<file path="src/rtl/act_pkg.sv">
// act_pkg: shared constants and types for the per-player action input conditioner.
// Optional auto-repeat is enabled by defining ACT_REPEAT_EN at build time.
package act_pkg;

  // Number of action buttons per player on this board.
  localparam int unsigned N_ACT = 6;

  // Default debounce window: consecutive stable clk cycles before a new level is accepted.
  localparam int unsigned DB_CYCLES_DEF = 100000;

  // Default auto-repeat period in clk cycles.
  localparam int unsigned REPEAT_CYCLES_DEF = 25000000;

  // Request FSM states.
  typedef enum logic [0:0] {
    ACT_IDLE    = 1'b0,
    ACT_PENDING = 1'b1
  } act_state_e;

  // Counter width able to hold 0..n-1; never narrower than one bit.
  function automatic int unsigned cnt_width(input int unsigned n);
    return (n > 1) ? $clog2(n) : 1;
  endfunction

endpackage

</file>
<file path="src/rtl/btn_debounce.sv">
// btn_debounce: one raw button bit -> two-flop synchroniser -> debounce counter -> stable level.
// The stable level only follows the synchronised input after it has disagreed with it for
// DB_CYCLES consecutive cycles; any return to the stable level restarts the count.
module btn_debounce
  import act_pkg::*;
#(
  parameter int unsigned DB_CYCLES = DB_CYCLES_DEF
) (
  input  logic clk_i,
  input  logic rst_ni,
  input  logic btn_i,
  output logic stable_o
);

  localparam int unsigned CW = cnt_width(DB_CYCLES);
  localparam logic [CW-1:0] CntMax = CW'(DB_CYCLES - 1);

  logic          sync1_q;
  logic          sync2_q;
  logic          stable_q;
  logic          stable_d;
  logic [CW-1:0] cnt_q;
  logic [CW-1:0] cnt_d;

  // Two-flop synchroniser for the asynchronous button input.
  always_ff @(posedge clk_i or negedge rst_ni) begin
    if (!rst_ni) begin
      sync1_q <= 1'b0;
      sync2_q <= 1'b0;
    end else begin
      sync1_q <= btn_i;
      sync2_q <= sync1_q;
    end
  end

  // Count consecutive disagreeing cycles; accept the new level on the last one.
  always_comb begin
    stable_d = stable_q;
    cnt_d    = '0;
    if (sync2_q != stable_q) begin
      if (cnt_q == CntMax) begin
        stable_d = sync2_q;
      end else begin
        cnt_d = cnt_q + CW'(1);
      end
    end
  end

  // Debounce state registers.
  always_ff @(posedge clk_i or negedge rst_ni) begin
    if (!rst_ni) begin
      stable_q <= 1'b0;
      cnt_q    <= '0;
    end else begin
      stable_q <= stable_d;
      cnt_q    <= cnt_d;
    end
  end

  assign stable_o = stable_q;

endmodule

</file>
<file path="src/rtl/action_input_conditioner.sv">
// action_input_conditioner: one player's six action buttons are synchronised, debounced and
// edge-detected; one press at a time is latched as a one-hot request held until act_ack.
// Simultaneous or overlapping presses are dropped and flagged on the sticky ovr output.
// Build option: define ACT_REPEAT_EN to re-issue a held button every REPEAT_CYCLES cycles.
module action_input_conditioner #(
  parameter int unsigned N_ACT         = act_pkg::N_ACT,
  parameter int unsigned DB_CYCLES     = act_pkg::DB_CYCLES_DEF,
  parameter int unsigned REPEAT_CYCLES = act_pkg::REPEAT_CYCLES_DEF
) (
  input  logic             clk,
  input  logic             rst,
  input  logic [N_ACT-1:0] btn_in,
  input  logic             act_ack,
  output logic [N_ACT-1:0] act_out,
  output logic             act_vld,
  output logic             ovr
);

  import act_pkg::*;

  logic [N_ACT-1:0] stable;
  logic [N_ACT-1:0] stable_dly_q;
  logic [N_ACT-1:0] press;
  logic [N_ACT-1:0] press_low;
  logic             press_any;
  logic             press_multi;
  logic             rpt_fire;
  logic [N_ACT-1:0] rpt_act;
  act_state_e       state_q;

  // Per-button synchroniser and debounce.
  for (genvar g = 0; g < N_ACT; g++) begin : g_db
    btn_debounce #(
      .DB_CYCLES(DB_CYCLES)
    ) u_db (
      .clk_i   (clk),
      .rst_ni  (rst),
      .btn_i   (btn_in[g]),
      .stable_o(stable[g])
    );
  end

  // Delayed copy of the debounced levels for rising-edge detection.
  always_ff @(posedge clk or negedge rst) begin
    if (!rst) begin
      stable_dly_q <= '0;
    end else begin
      stable_dly_q <= stable;
    end
  end

  // Only rising edges are presses; releases are ignored.
  assign press       = stable & ~stable_dly_q;
  assign press_any   = |press;
  // Isolate the lowest set bit; anything left over is a dropped simultaneous press.
  assign press_low   = press & (~press + N_ACT'(1));
  assign press_multi = |(press & ~press_low);

`ifdef ACT_REPEAT_EN

  localparam int unsigned RW = cnt_width(REPEAT_CYCLES);
  localparam logic [RW-1:0] RptMax = RW'(REPEAT_CYCLES - 1);

  logic [RW-1:0]    rpt_cnt_q;
  logic [N_ACT-1:0] last_q;
  logic             held;
  logic             accept;
  logic [N_ACT-1:0] accept_act;

  // The last accepted button is still held down (debounced level).
  assign held       = |(stable & last_q);
  assign rpt_fire   = (state_q == ACT_IDLE) && held && (rpt_cnt_q == RptMax);
  assign rpt_act    = last_q;
  assign accept     = (state_q == ACT_IDLE) && (press_any || rpt_fire);
  assign accept_act = press_any ? press_low : rpt_act;

  // Repeat timer: restarts on every acceptance, runs while held, saturates while pending.
  always_ff @(posedge clk or negedge rst) begin
    if (!rst) begin
      rpt_cnt_q <= '0;
      last_q    <= '0;
    end else if (accept) begin
      rpt_cnt_q <= '0;
      last_q    <= accept_act;
    end else if (held) begin
      if (rpt_cnt_q != RptMax) begin
        rpt_cnt_q <= rpt_cnt_q + RW'(1);
      end
    end else begin
      rpt_cnt_q <= '0;
    end
  end

`else

  logic unused_repeat_cfg;

  assign rpt_fire          = 1'b0;
  assign rpt_act           = '0;
  assign unused_repeat_cfg = ^REPEAT_CYCLES;

`endif

  // Request FSM with registered outputs; ack wins over a press landing in the same cycle.
  always_ff @(posedge clk or negedge rst) begin
    if (!rst) begin
      state_q <= ACT_IDLE;
      act_out <= '0;
      act_vld <= 1'b0;
      ovr     <= 1'b0;
    end else begin
      case (state_q)
        ACT_IDLE: begin
          if (press_any) begin
            act_out <= press_low;
            act_vld <= 1'b1;
            state_q <= ACT_PENDING;
            if (press_multi) begin
              ovr <= 1'b1;
            end
          end else if (rpt_fire) begin
            act_out <= rpt_act;
            act_vld <= 1'b1;
            state_q <= ACT_PENDING;
          end
        end
        ACT_PENDING: begin
          if (press_any) begin
            ovr <= 1'b1;
          end
          if (act_ack) begin
            act_out <= '0;
            act_vld <= 1'b0;
            state_q <= ACT_IDLE;
          end
        end
        default: begin
          state_q <= ACT_IDLE;
          act_out <= '0;
          act_vld <= 1'b0;
        end
      endcase
    end
  end

endmodule
</file>
<file path="config.mk">
export PLATFORM = sky130hd
export DESIGN_NAME = action_input_conditioner
export DESIGN_NICKNAME = d
export VERILOG_FILES = /design/src/rtl/act_pkg.sv /design/src/rtl/btn_debounce.sv /design/src/rtl/action_input_conditioner.sv
export SDC_FILE = /design/constraint.sdc
export NUM_CORES = 1
export LEC_CHECK = 0
export ABC_AREA = 1
export BUFFER_PORTS_ARGS = -buffer_cell sky130_fd_sc_hd__buf_2
export CAP_MARGIN = 15
export CORE_UTILIZATION = 65
export CTS_CLUSTER_SIZE = 30
export DETAILED_ROUTE_END_ITERATION = 7
export PLACE_DENSITY = 0.82
export REMOVE_ABC_BUFFERS = 1
export SYNTH_ARGS = -nofsm -noshare
export SYNTH_HDL_FRONTEND = slang
export SYNTH_SLANG_ARGS = --single-unit
</file>
<file path="constraint.sdc">
create_clock -name clk -period 2.6 [get_ports clk]
set_clock_uncertainty 0.2 [all_clocks]
set_input_delay 0.78 -clock clk [delete_from_list [all_inputs] [get_ports clk]]
set_output_delay 0.78 -clock clk [all_outputs]
set_load 0.05 [all_outputs]
</file>
Word-level counts from Yosys, hierarchy flattened
Cells that the tools add are included.
Storage, ports and cells
  register bits: 135
  logic and storage cells: 93
Operators by class
  add/sub/neg operators: 7
  eq/ne operators: 16
  multiplexer cells: 24
  bitwise gates (word level): 7
  reductions and logical operators: 10
Operators with widths (count)
  $mux W17: 12
  $add A17 B1 Y17 const B: 6
  $eq A17 B17 Y1 const B: 6
  $and A6 B6 Y6: 3
  $not A6 Y6: 3
  $reduce_and A2 Y1: 7
  $mux W6: 2
  $pmux W6 S2: 1
  $reduce_or A6 Y1: 2
  $ne A2 B2 Y1 const B: 4
  $add A6 B1 Y6 const B: 1
  $mux W1: 6
  $ne A1 B1 Y1: 6
  $pmux W1 S2: 3
  $reduce_and A3 Y1: 1
  $not A1 Y1: 1

Logic depth before layout (Yosys ltp)
Gate-level depths: netlist (run 1).
  word-level depth: 11
  gate-level depth with buffers: 9

Modules after synthesis
Synthesis (run 1) repeated with hierarchy kept, for this count alone.
Unflattened totals
  cell total of the unflattened synthesis: 931
  area, all modules: 7199.4 sq um
By module, submodules not included
  btn_debounce: instances 6, cells each 142, area an instance 1089.8 sq um
  action_input_conditioner: instances 1, cells each 79, area an instance 660.6 sq um

Worst setup path after synthesis (run 1)
Ideal clock, no wire load.
  kind: flip-flop to output port
  start point: register ovr
  end point: output port ovr
  arrival: 0.601 ns
  path slack: 1.019 ns
  stages on the path, launching flop included: 1
  buffers on the path: 0
  cell sequence: dfrtp_1
RTL lines
  from (decl): RTL line action_input_conditioner.sv:16  | output logic ovr
  from (signal assigned): RTL line action_input_conditioner.sv:110  | ovr <= 1'b0;
  from (signal assigned): RTL line action_input_conditioner.sv:119  | ovr <= 1'b1;
  from (signal assigned): RTL line action_input_conditioner.sv:129  | ovr <= 1'b1;
No word-level cell between the ends.

Final worst setup path (run 1)
  start point: register act_out[0]
  end point: output port act_out[0]
RTL lines
  from (decl): RTL line action_input_conditioner.sv:14  | output logic [N_ACT-1:0] act_out,
  from (signal assigned): RTL line action_input_conditioner.sv:115  | act_out <= press_low;
  from (signal assigned): RTL line action_input_conditioner.sv:122  | act_out <= rpt_act;
No word-level cell between the ends.

==> results.toml, run 1 <==
[routing]
antenna_left = 0
drtIter0Drc = 389
drc = 0
vias = 5798
first_pass_iters = 5
detail_route.vias_per_cell = 5.28
wl_per_cell_um = 12.8
routed_wl_um = 14000

[worst_setup_path]
cp_max_fo = 2
crit_buf_inv = 1
critPathRequiredTime_ns = 1.62
path_cells = "buf_2"
worstSetupPathType = "reg -> out"
cp-end-kind = "output port"
cp_slowest_stage_delay_ns = 0.37
critPathTopFamily = "flip-flops"
arrival_ns = 1.19
cp_slowest_cell = "dfrtp_1"
start_kind = "flop"

[logic_synthesis]
yosysUniqueCellTypes = 28
synth_top_cell_area_share_pct = 48.5
synth_top_family_by_area = "simple AND/OR/NAND/NOR gates"
synthXorXnorAreaFrac_pct = 2.34
synth_seq_cells = 135
synthMuxAreaShare_pct = 0
synth-compound-area-share_pct = 3.93
syn_inst = 911
ys_seq_area_share_pct = 48.5
syn_area_per_cell_um2 = 7.65
synthSimpleGateAreaFrac_pct = 37.5
yosysTopAreaCell = "dfrtp_1"
syn_area_mm2 = 0.00697
yosysWarnings = 0
yosys-top-cells-area = "dfrtp_1 (49%), nand2_1 (14%), nor2_1 (9.5%)"
synthAdderAreaFrac_pct = 1.08

[pwr]
p_total_mw = 4.54
p_comb_share_pct = 4.3
p_clk_share_pct = 47.9
ir_worst_vdd_v = 0.000521
swShare_pct = 23.4
p_sw_mw = 1.06
seqPwrFrac_pct = 47.8
leakage_nw = 3.69
cellPowerDensity_mw_per_mm2 = 581
power.internal_mw = 3.48

[clock_network]
clk_latency_ns = 0.54
cts_hold_buf = 1
htree_num_levels = 4
cts_setup_buffers = 0
post_cts_resized = 0
ctsLongestPathBuffers = 2
cts_buffers = 17
cts-root-buf = "clkbuf_8"
clk_pin_slew_ns = 0.06
cts.sinks = 135
cts_tree = "built"

[timing]
rsz0062_at_grt = "false"
slew_viol_final = 0
period_needed_ns = 2.17
hold_violations = 0
worst_slew_pin_slew_ns = 0.644
slew_headroom_pct = 56.8
setup_viol = 0
whs_ns = 0.144
fin_crit_sh_pct = 83.3
fmax_mhz = 462
tns_ns = 0

[finish]
num_antenna_cells = 0
drive_gt1_share_pct = 12.3
finish.net_count = 965
syn_to_final_growth_pct = 12.3
final_cell_mix = "nand2_1 (255), nor2_1 (176), dfrtp_1 (135)"
final_common_cell = "nand2_1"
final_core_util_pct = 75.4

[job]
drv_cap = 0

[placement]
place_congestion = 0.925
io_buffers = 16
place_hpwl_um = 9890

[global_route]
grt_antenna_before_repair = 0
grt_overflow_total = 0
grt_pass1_vias = 5570
gr-usage-all-layers_pct = 27.5
grt_pass1_wl_um = 24200
grt_max_degree = 42

[die]
core_mm2 = 0.0104
die_area_mm2 = 0.0111
die_x_um = 106
initial_utilization_pct = 67.2
rows = 37
die_height_um = 106
io_pins = 17

[min_path]
hp-class = "in -> reg"

[status]
status = "completed"
synthesized netlist by cell type:
cell,number
nand3_1,47
o21bai_1,2
ha_1,6
nor2_8,2
or2_2,1
nor3_1,16
inv_1,117
nor2_1,176
xor2_1,10
nand2_2,15
inv_2,6
nor2_2,21
nand3_2,1
o21a_1,6
xnor2_1,3
o21ai_0,10
nor3b_1,7
nor3_2,2
dfrtp_1,135
xnor2_2,3
o21bai_2,3
nand2_4,2
and2_1,2
nand4_1,25
nor2_4,12
o21ai_1,3
nand2_1,255
a21oi_1,23
path summary, 6_finish.rpt:
path / from / endpoint / slack (ns) / cells after the start
setup / recovery: act_out[0] / act_out[0] / 0.43 / 1
hold / removal: btn_in[3] / g_db[3].u_db.sync1_q / 0.14 / 1
setup reg to reg: g_db[0].u_db.cnt_q[0] / g_db[0].u_db.cnt_q[3] / 0.86 / 6
hold reg to reg: g_db[3].u_db.sync1_q / g_db[3].u_db.sync2_q / 0.15 / 0
max in group asynchronous: rst / g_db[0].u_db.cnt_q[10] / 1.05 / 3
min in group asynchronous: rst / g_db[0].u_db.cnt_q[3] / 0.53 / 2
final cells by class:
class                   instances  area, um^2
well taps                     136         170
multi-input cells             653        3130
fillers                       747        2550
repair buffers                 20         144
inverters                     123         462
clock buffers                  19         432
clock inverters                13         108
flip-flops and latches        135        3380
layer usage:
metal	up-vias	routed length (um)	track usage, %
met5	-	0	0
met1	2709	6140	33.7
met4	0	290	11.9
met3	28	565	6.80
li1	2924	-	-
met2	137	7040	46.6
power groups by stage:
stage	Sequential [mW]	Clock, mW	Combinational (mW)
after floorplan	2.23	0	0.0778
after detailed placement	2.21	0	0.196
after global placement	2.21	0	0.189
after CTS	2.17	2.22	0.199
final	2.17	2.17	0.195
after global routing	2.17	2.29	0.225
sequential cells by signal, indices dropped and copies added (netlist names):
name / count
g_db.u_db.stable_o: 6
ovr: 1
state_q: 1
g_db.u_db.sync1_q: 6
act_out: 6
g_db.u_db.sync2_q: 6
act_vld: 1
g_db.u_db.cnt_q: 102
stable_dly_q: 6
through the flow:
step	cells	instance area, um^2	setup slack, ns
floorplan	911	6970	1.02
finish	1099	7820	0.433
global route	1099	7820	0.400
CTS	1099	7820	0.411
detailed placement	1066	7270	0.856
global placement	1066	7270	0.883
cells by family after synthesis:
group                    count (synthesis)
XOR/XNOR                                16
adder cells (fa/ha/maj)                  6
flip-flops                             135
buffers and inverters                  123
AND/OR/NAND/NOR                        584
AO/OA/AOI/OAI                           47
(Power assumes the default switching activity.)
==> run 2: changes to the inputs <==
--- a/config.mk
+++ b/config.mk
@@ -5,13 +5,13 @@
 export SDC_FILE = /design/constraint.sdc
 export NUM_CORES = 1
 export LEC_CHECK = 0
-export ABC_AREA = 1
+export ABC_AREA = 0
 export BUFFER_PORTS_ARGS = -buffer_cell sky130_fd_sc_hd__buf_2
 export CAP_MARGIN = 15
-export CORE_UTILIZATION = 65
+export CORE_UTILIZATION = 56
 export CTS_CLUSTER_SIZE = 30
 export DETAILED_ROUTE_END_ITERATION = 7
-export PLACE_DENSITY = 0.82
+export PLACE_DENSITY = 0.76
 export REMOVE_ABC_BUFFERS = 1
 export SYNTH_ARGS = -nofsm -noshare
 export SYNTH_HDL_FRONTEND = slang
==> constraint.sdc (replaced) <==
create_clock -name clk -period 1.9 [get_ports clk]
set_clock_uncertainty 0.2 [all_clocks]
set_input_delay 0.57 -clock clk [delete_from_list [all_inputs] [get_ports clk]]
set_output_delay 0.57 -clock clk [all_outputs]
set_load 0.05 [all_outputs]
==> run 2 against run 1 <==
Effect of this change: critical path depth is the same; clock power increased by 54%; die area grew 4.0%; cell area is 4.5% lower; cell count down 27%; clock-buffer cell count did not move; largest cell class unchanged; setup slack worse by 0.42 ns; non-clock buffer count is 35 higher; worst hold slack got worse by 0.079 ns.
==> results.toml, run 2 <==
[status]
status = "completed"

[timing]
period_needed_ns = 1.89
worst_slew_pin_slew_ns = 0.493
hold_violations = 0
setup_viol = 0
fin_crit_sh_pct = 99.4
fmax_mhz = 530
slew_viol_final = 0
rsz0062_at_grt = "true"
slew_headroom_pct = 67.0

[finish]
finish.net_count = 661
final_core_util_pct = 68.9
final_cell_mix = "dfrtp_1 (134), nor2_1 (88), xnor2_1 (46)"
drive_gt1_share_pct = 15.5
largest-register = "g_db.u_db.cnt_q"
final_common_cell = "dfrtp_1"
syn_to_final_growth_pct = 19.6
largest_reg_flops = 102
fin_cells = 798
num_antenna_cells = 0

[global_route]
grt_max_degree = 44
grt_pass1_wl_um = 20400
gr-usage-all-layers_pct = 23.1
grt_pass1_vias = 4429
grt_overflow_total = 0
grt_antenna_before_repair = 0

[min_path]
worst_hold_path.endpoint = "state_q"
hp-start = "act_ack"
hp-class = "in -> reg"
hold_depth = 2

[job]
drv_cap = 0

[pwr]
p_sw_mw = 1.48
p_clk_share_pct = 49.8
p_comb_share_pct = 5.6
cellPowerDensity_mw_per_mm2 = 900
leakage_nw = 3.22
power.internal_mw = 5.25
ir_worst_vdd_v = 0.000729
swShare_pct = 22.0
seqPwrFrac_pct = 44.6

[logic_synthesis]
yosysTopAreaCell = "dfrtp_1"
synth_edf_count = 0
ys_seq_area_share_pct = 54.1
syn_area_mm2 = 0.00625
synth-async-reset-ratio_pct = 100
synth_top_cell_area_share_pct = 54.1
synth_seq_cells = 135
yosysWarnings = 0
yosys-top-cells-area = "dfrtp_1 (54%), xnor2_1 (6.4%), xor2_1 (5.7%)"
ys_top_cells_by_count = "dfrtp_1 (135), nor2_1 (88), xnor2_1 (46)"
syn_area_per_cell_um2 = 10.7
synth.most_common_cell = "dfrtp_1"
syn_inst = 586
yosysUniqueCellTypes = 43
synth_ff_type = "dfrtp_1"

[die]
die_x_um = 108
initial_utilization_pct = 57.6
io_pins = 17
core_mm2 = 0.0108
rows = 38
die_area_mm2 = 0.0116
die_height_um = 108

[worst_setup_path]
critPathRequiredTime_ns = 1.13
worstReg2RegStart = "g_db[2].u_db.cnt_q[0]"
arrival_ns = 1.12
cp_max_fo = 2
cp_slowest_cell = "dfrtp_1"
start_kind = "flop"
r2r-end = "g_db[2].u_db.cnt_q[16]"
r2r_slack_ns = 0.08
reg2regPathDepth = 5
cp_slowest_stage_delay_ns = 0.42
path_cells = "buf_6"
critPathTopFamily = "flip-flops"
cp-end-kind = "output port"
crit_buf_inv = 1
worstSetupPathType = "reg -> out"

[placement]
place_hpwl_um = 7890
io_buffers = 16
dp.cells = 750
place_congestion = 0.867

[clock_network]
clk_pin_slew_ns = 0.06
cts.sinks = 135
cts_buffers = 17
htree_num_levels = 4
clk_latency_ns = 0.53
cts-root-buf = "clkbuf_8"
cts_tree = "built"
ctsLongestPathBuffers = 2

[routing]
first_pass_iters = 4
met1_length_um = 5470
routed_wl_um = 12100
antenna_left = 0
route.met3.wl_um = 598
drtIter0Drc = 377
detail_route.vias_per_cell = 5.72
wl_per_cell_um = 15.1
top_layer_used = "met4"
drc = 0
wl_met2_um = 5810
vias = 4563
## run 2: area by class of cell
| cell class | instances | area [um^2] |
|---|---|---|
| sequential | 135 | 3380 |
| fill | 774 | 3370 |
| multi-input combinational | 431 | 2790 |
| timing repair buffer | 55 | 497 |
| clock buffer | 19 | 432 |
| clock inverter | 12 | 178 |
| tap | 140 | 175 |
| inverter | 6 | 22.5 |
## run 2: layer usage
metal	vias to the layer above	global-route usage, %
met5	-	0
met4	0	8.71
met3	16	8.41
met2	87	35.9
met1	2256	29.6
li1	2204	-
## run 2: what timing repair did
action                                  4_1_cts  5_1_grt
endpoints found under the hold margin        45        0
hold buffers                                  7        0
endpoints found under the setup margin        8       52
setup buffers                                 5        5
gates resized for setup                      16       10
## run 2: worst max path at each step
stage	startpoint	end	slack [ns]	cells after the start
after floorplan	g_db[2].u_db.cnt_q[0]	g_db[2].u_db.cnt_q[16]	0.10	5
final	act_out[0]	act_out[0]	0.01	1
after CTS	act_vld	act_vld	-0.002	1
after detailed placement	g_db[3].u_db.cnt_q[0]	g_db[3].u_db.cnt_q[16]	0.04	5
after global placement	g_db[3].u_db.cnt_q[0]	g_db[3].u_db.cnt_q[16]	0.07	5
after global routing	act_out[0]	act_out[0]	-0.04	1
## run 2: cells by family (layout without fill, tap and decap cells)
logic type               after synthesis  after routing  synth area share, %
AND/OR/NAND/NOR                      299            299                 26.3
flip-flops                           135            135                 54.1
XOR/XNOR                              87             87                 12.2
AO/OA/AOI/OAI                         31             31                 3.24
buffers and inverters                 20             92                 1.62
adder cells (fa/ha/maj)                8              8                 1.52
multiplexers                           6              6                 1.08
## run 2: stage by stage
stage	worst slack, ns	instance area [um^2]	power, mW	hold WS, ns	setup TNS, ns
detailed placement	0.0365	6650	3.35	0.136	0
finish	0.0120	7470	6.72	0.0646	0
floorplan	0.104	6170	3.19	0.0744	0
global placement	0.0734	6650	3.35	0.132	0
global route	-0.0376	7470	7.00	0.0489	-0.156
CTS	-0.00220	7410	6.78	0.0361	-0.00220
## run 2: power groups by stage
stage	sequential, mW	clock [mW]	combinational [mW]
2_1_floorplan	3.09	0	0.0998
3_3_place_gp	3.04	0	0.306
3_5_place_dp	3.04	0	0.310
4_1_cts	3.00	3.42	0.356
5_1_grt	3.01	3.58	0.417
6_report	3.00	3.35	0.374
==> run 3: changes to the inputs <==
--- a/config.mk
+++ b/config.mk
@@ -5,13 +5,14 @@
 export SDC_FILE = /design/constraint.sdc
 export NUM_CORES = 1
 export LEC_CHECK = 0
-export ABC_AREA = 0
+export ABC_AREA = 1
 export BUFFER_PORTS_ARGS = -buffer_cell sky130_fd_sc_hd__buf_2
 export CAP_MARGIN = 15
-export CORE_UTILIZATION = 56
+export CORE_ASPECT_RATIO = 0.7
+export CORE_UTILIZATION = 57
 export CTS_CLUSTER_SIZE = 30
 export DETAILED_ROUTE_END_ITERATION = 7
-export PLACE_DENSITY = 0.76
+export PLACE_DENSITY = 0.77
 export REMOVE_ABC_BUFFERS = 1
 export SYNTH_ARGS = -nofsm -noshare
 export SYNTH_HDL_FRONTEND = slang
==> run 3 against run 2 <==
Effect of this change: setup slack gained 0.023 ns; highest routed layer unchanged; worst hold slack lost 0.0011 ns; cell area grew 6.1%; wire length grew 17%; critical path depth is the same.
==> results.toml, run 3 (synthesized netlist as in run 1, its figures left out) <==
[status]
status = "completed"

[global_route]
gr-usage-all-layers_pct = 24.6
grt_antenna_before_repair = 0
grt_pass1_wl_um = 24500
grt_overflow_total = 0
grt_max_degree = 45
grt_pass1_vias = 5239

[routing]
first_pass_iters = 5
wl_per_cell_um = 12.6
routed_wl_um = 14200
detail_route.vias_per_cell = 5.05
antenna_left = 0
vias = 5678
drc = 0
drtIter0Drc = 406

[pwr]
cellPowerDensity_mw_per_mm2 = 805
swShare_pct = 22.8
leakage_nw = 3.72
ir_worst_vdd_v = 0.000680
p_clk_share_pct = 49.1
power.internal_mw = 4.92
p_sw_mw = 1.45
p_comb_share_pct = 4.3
seqPwrFrac_pct = 46.6

[worst_setup_path]
worstReg2RegStart = "g_db[5].u_db.cnt_q[0]"
critPathTopFamily = "flip-flops"
path_cells = "buf_2"
cp_slowest_cell = "dfrtp_1"
cp-end-kind = "output port"
cp_slowest_stage_delay_ns = 0.40
start_kind = "flop"
critPathRequiredTime_ns = 1.13
arrival_ns = 1.10
crit_buf_inv = 1
cp_max_fo = 2
cp-startpoint = "act_vld"
worstSetupPathType = "reg -> out"

[finish]
largest-register = "g_db.u_db.cnt_q"
fin_area_mm2 = 0.00792
final_common_cell = "nand2_1"
final_core_util_pct = 67.1
largest_reg_flops = 102
syn_to_final_growth_pct = 13.7
num_antenna_cells = 0
final_cell_mix = "nand2_1 (255), nor2_1 (176), dfrtp_1 (135)"
drive_gt1_share_pct = 12.7
finish.net_count = 971
fin_cells = 1124

[timing]
fin_ws_ns = 0.0347
tns_ns = 0
hold_violations = 0
worst_slew_pin_slew_ns = 0.383
setup_viol = 0
fmax_mhz = 536
slew_viol_final = 0
period_needed_ns = 1.87
rsz0062_at_grt = "false"
slew_headroom_pct = 74.2
fin_crit_sh_pct = 98.2

[clock_network]
post_cts_resized = 0
htree_num_levels = 4
clk_pin_slew_ns = 0.06
cts-root-buf = "clkbuf_16"
cts_setup_buffers = 0
cts_buffers = 17
cts_tree = "built"
cts.sinks = 135
clk_latency_ns = 0.41
ctsLongestPathBuffers = 2

[job]
drv_cap = 0

[die]
die_area_mm2 = 0.0127
rows = 33
die_x_um = 134
die_height_um = 94.5
initial_utilization_pct = 59.0
io_pins = 17
core_mm2 = 0.0118

[placement]
dp_slack_ns = 0.189
place_hpwl_um = 9920
io_buffers = 16
dp.cells = 1093
place_congestion = 0.930
dpl_cell_area_mm2 = 0.00735

[min_path]
hp-class = "in -> reg"
hp-start = "btn_in[5]"
[run 3: power groups by stage]
stage                     combinational [mW]  sequential, mW  clock, mW
after floorplan                        0.106            3.05          0
after global placement                 0.275            3.02          0
after detailed placement               0.279            3.02          0
after CTS                              0.283            2.97       3.19
after global routing                   0.314            2.98       3.31
final                                  0.274            2.97       3.13
[run 3: path summary, 6_finish.rpt]
check,to,slack (ns),cells after the start
max,act_vld,0.03,1
min in group asynchronous,g_db[0].u_db.cnt_q[12],0.45,2
min reg2reg,g_db[3].u_db.sync2_q,0.15,0
max reg2reg,g_db[5].u_db.cnt_q[12],0.17,8
max in group asynchronous,g_db[5].u_db.cnt_q[4],0.54,3
min,g_db[5].u_db.sync1_q,0.06,1
[run 3: layout make-up]
cell class | instances | area, um^2
fillers | 979 | 3890
flip-flops and latches | 135 | 3380
multi-input cells | 653 | 3130
inverters | 123 | 462
clock buffers | 17 | 425
repair buffers | 26 | 201
well taps | 157 | 196
clock inverters | 13 | 134
[run 3: worst reg2reg max path: stages, from the launching register on]
cell	delay [ns]
dfrtp_1	0.38
ha_1	0.19
nand2_1	0.13
nor2_4	0.19
nand3_1	0.12
nor2_1	0.19
nor2_2	0.10
nand2_1	0.07
nor2_1	0.04
[run 3: stage by stage]
step / power [mW] / hold slack, ns
after floorplan: 3.16 / 0.0744
after global placement: 3.29 / 0.134
after detailed placement: 3.30 / 0.136
after CTS: 6.45 / 0.0478
after global routing: 6.60 / 0.0401
final: 6.38 / 0.0635
[run 3: repair_timing]
item | CTS | global route
hold endpoints to repair | 24 | 0
setup endpoints to repair | 0 | 0
hold buffers | 1 | 0
[run 3: layer usage]
layer | routed length (um) | vias to the layer above | share of wire, % | global-route usage [%]
li1 | - | 2918 | - | -
met1 | 7280 | 2608 | 51 | 36.1
met2 | 6060 | 137 | 43 | 36.6
met3 | 669 | 15 | 4.7 | 5.69
met4 | 148 | 0 | 1.0 | 6.84
met5 | 0 | - | 0 | 0
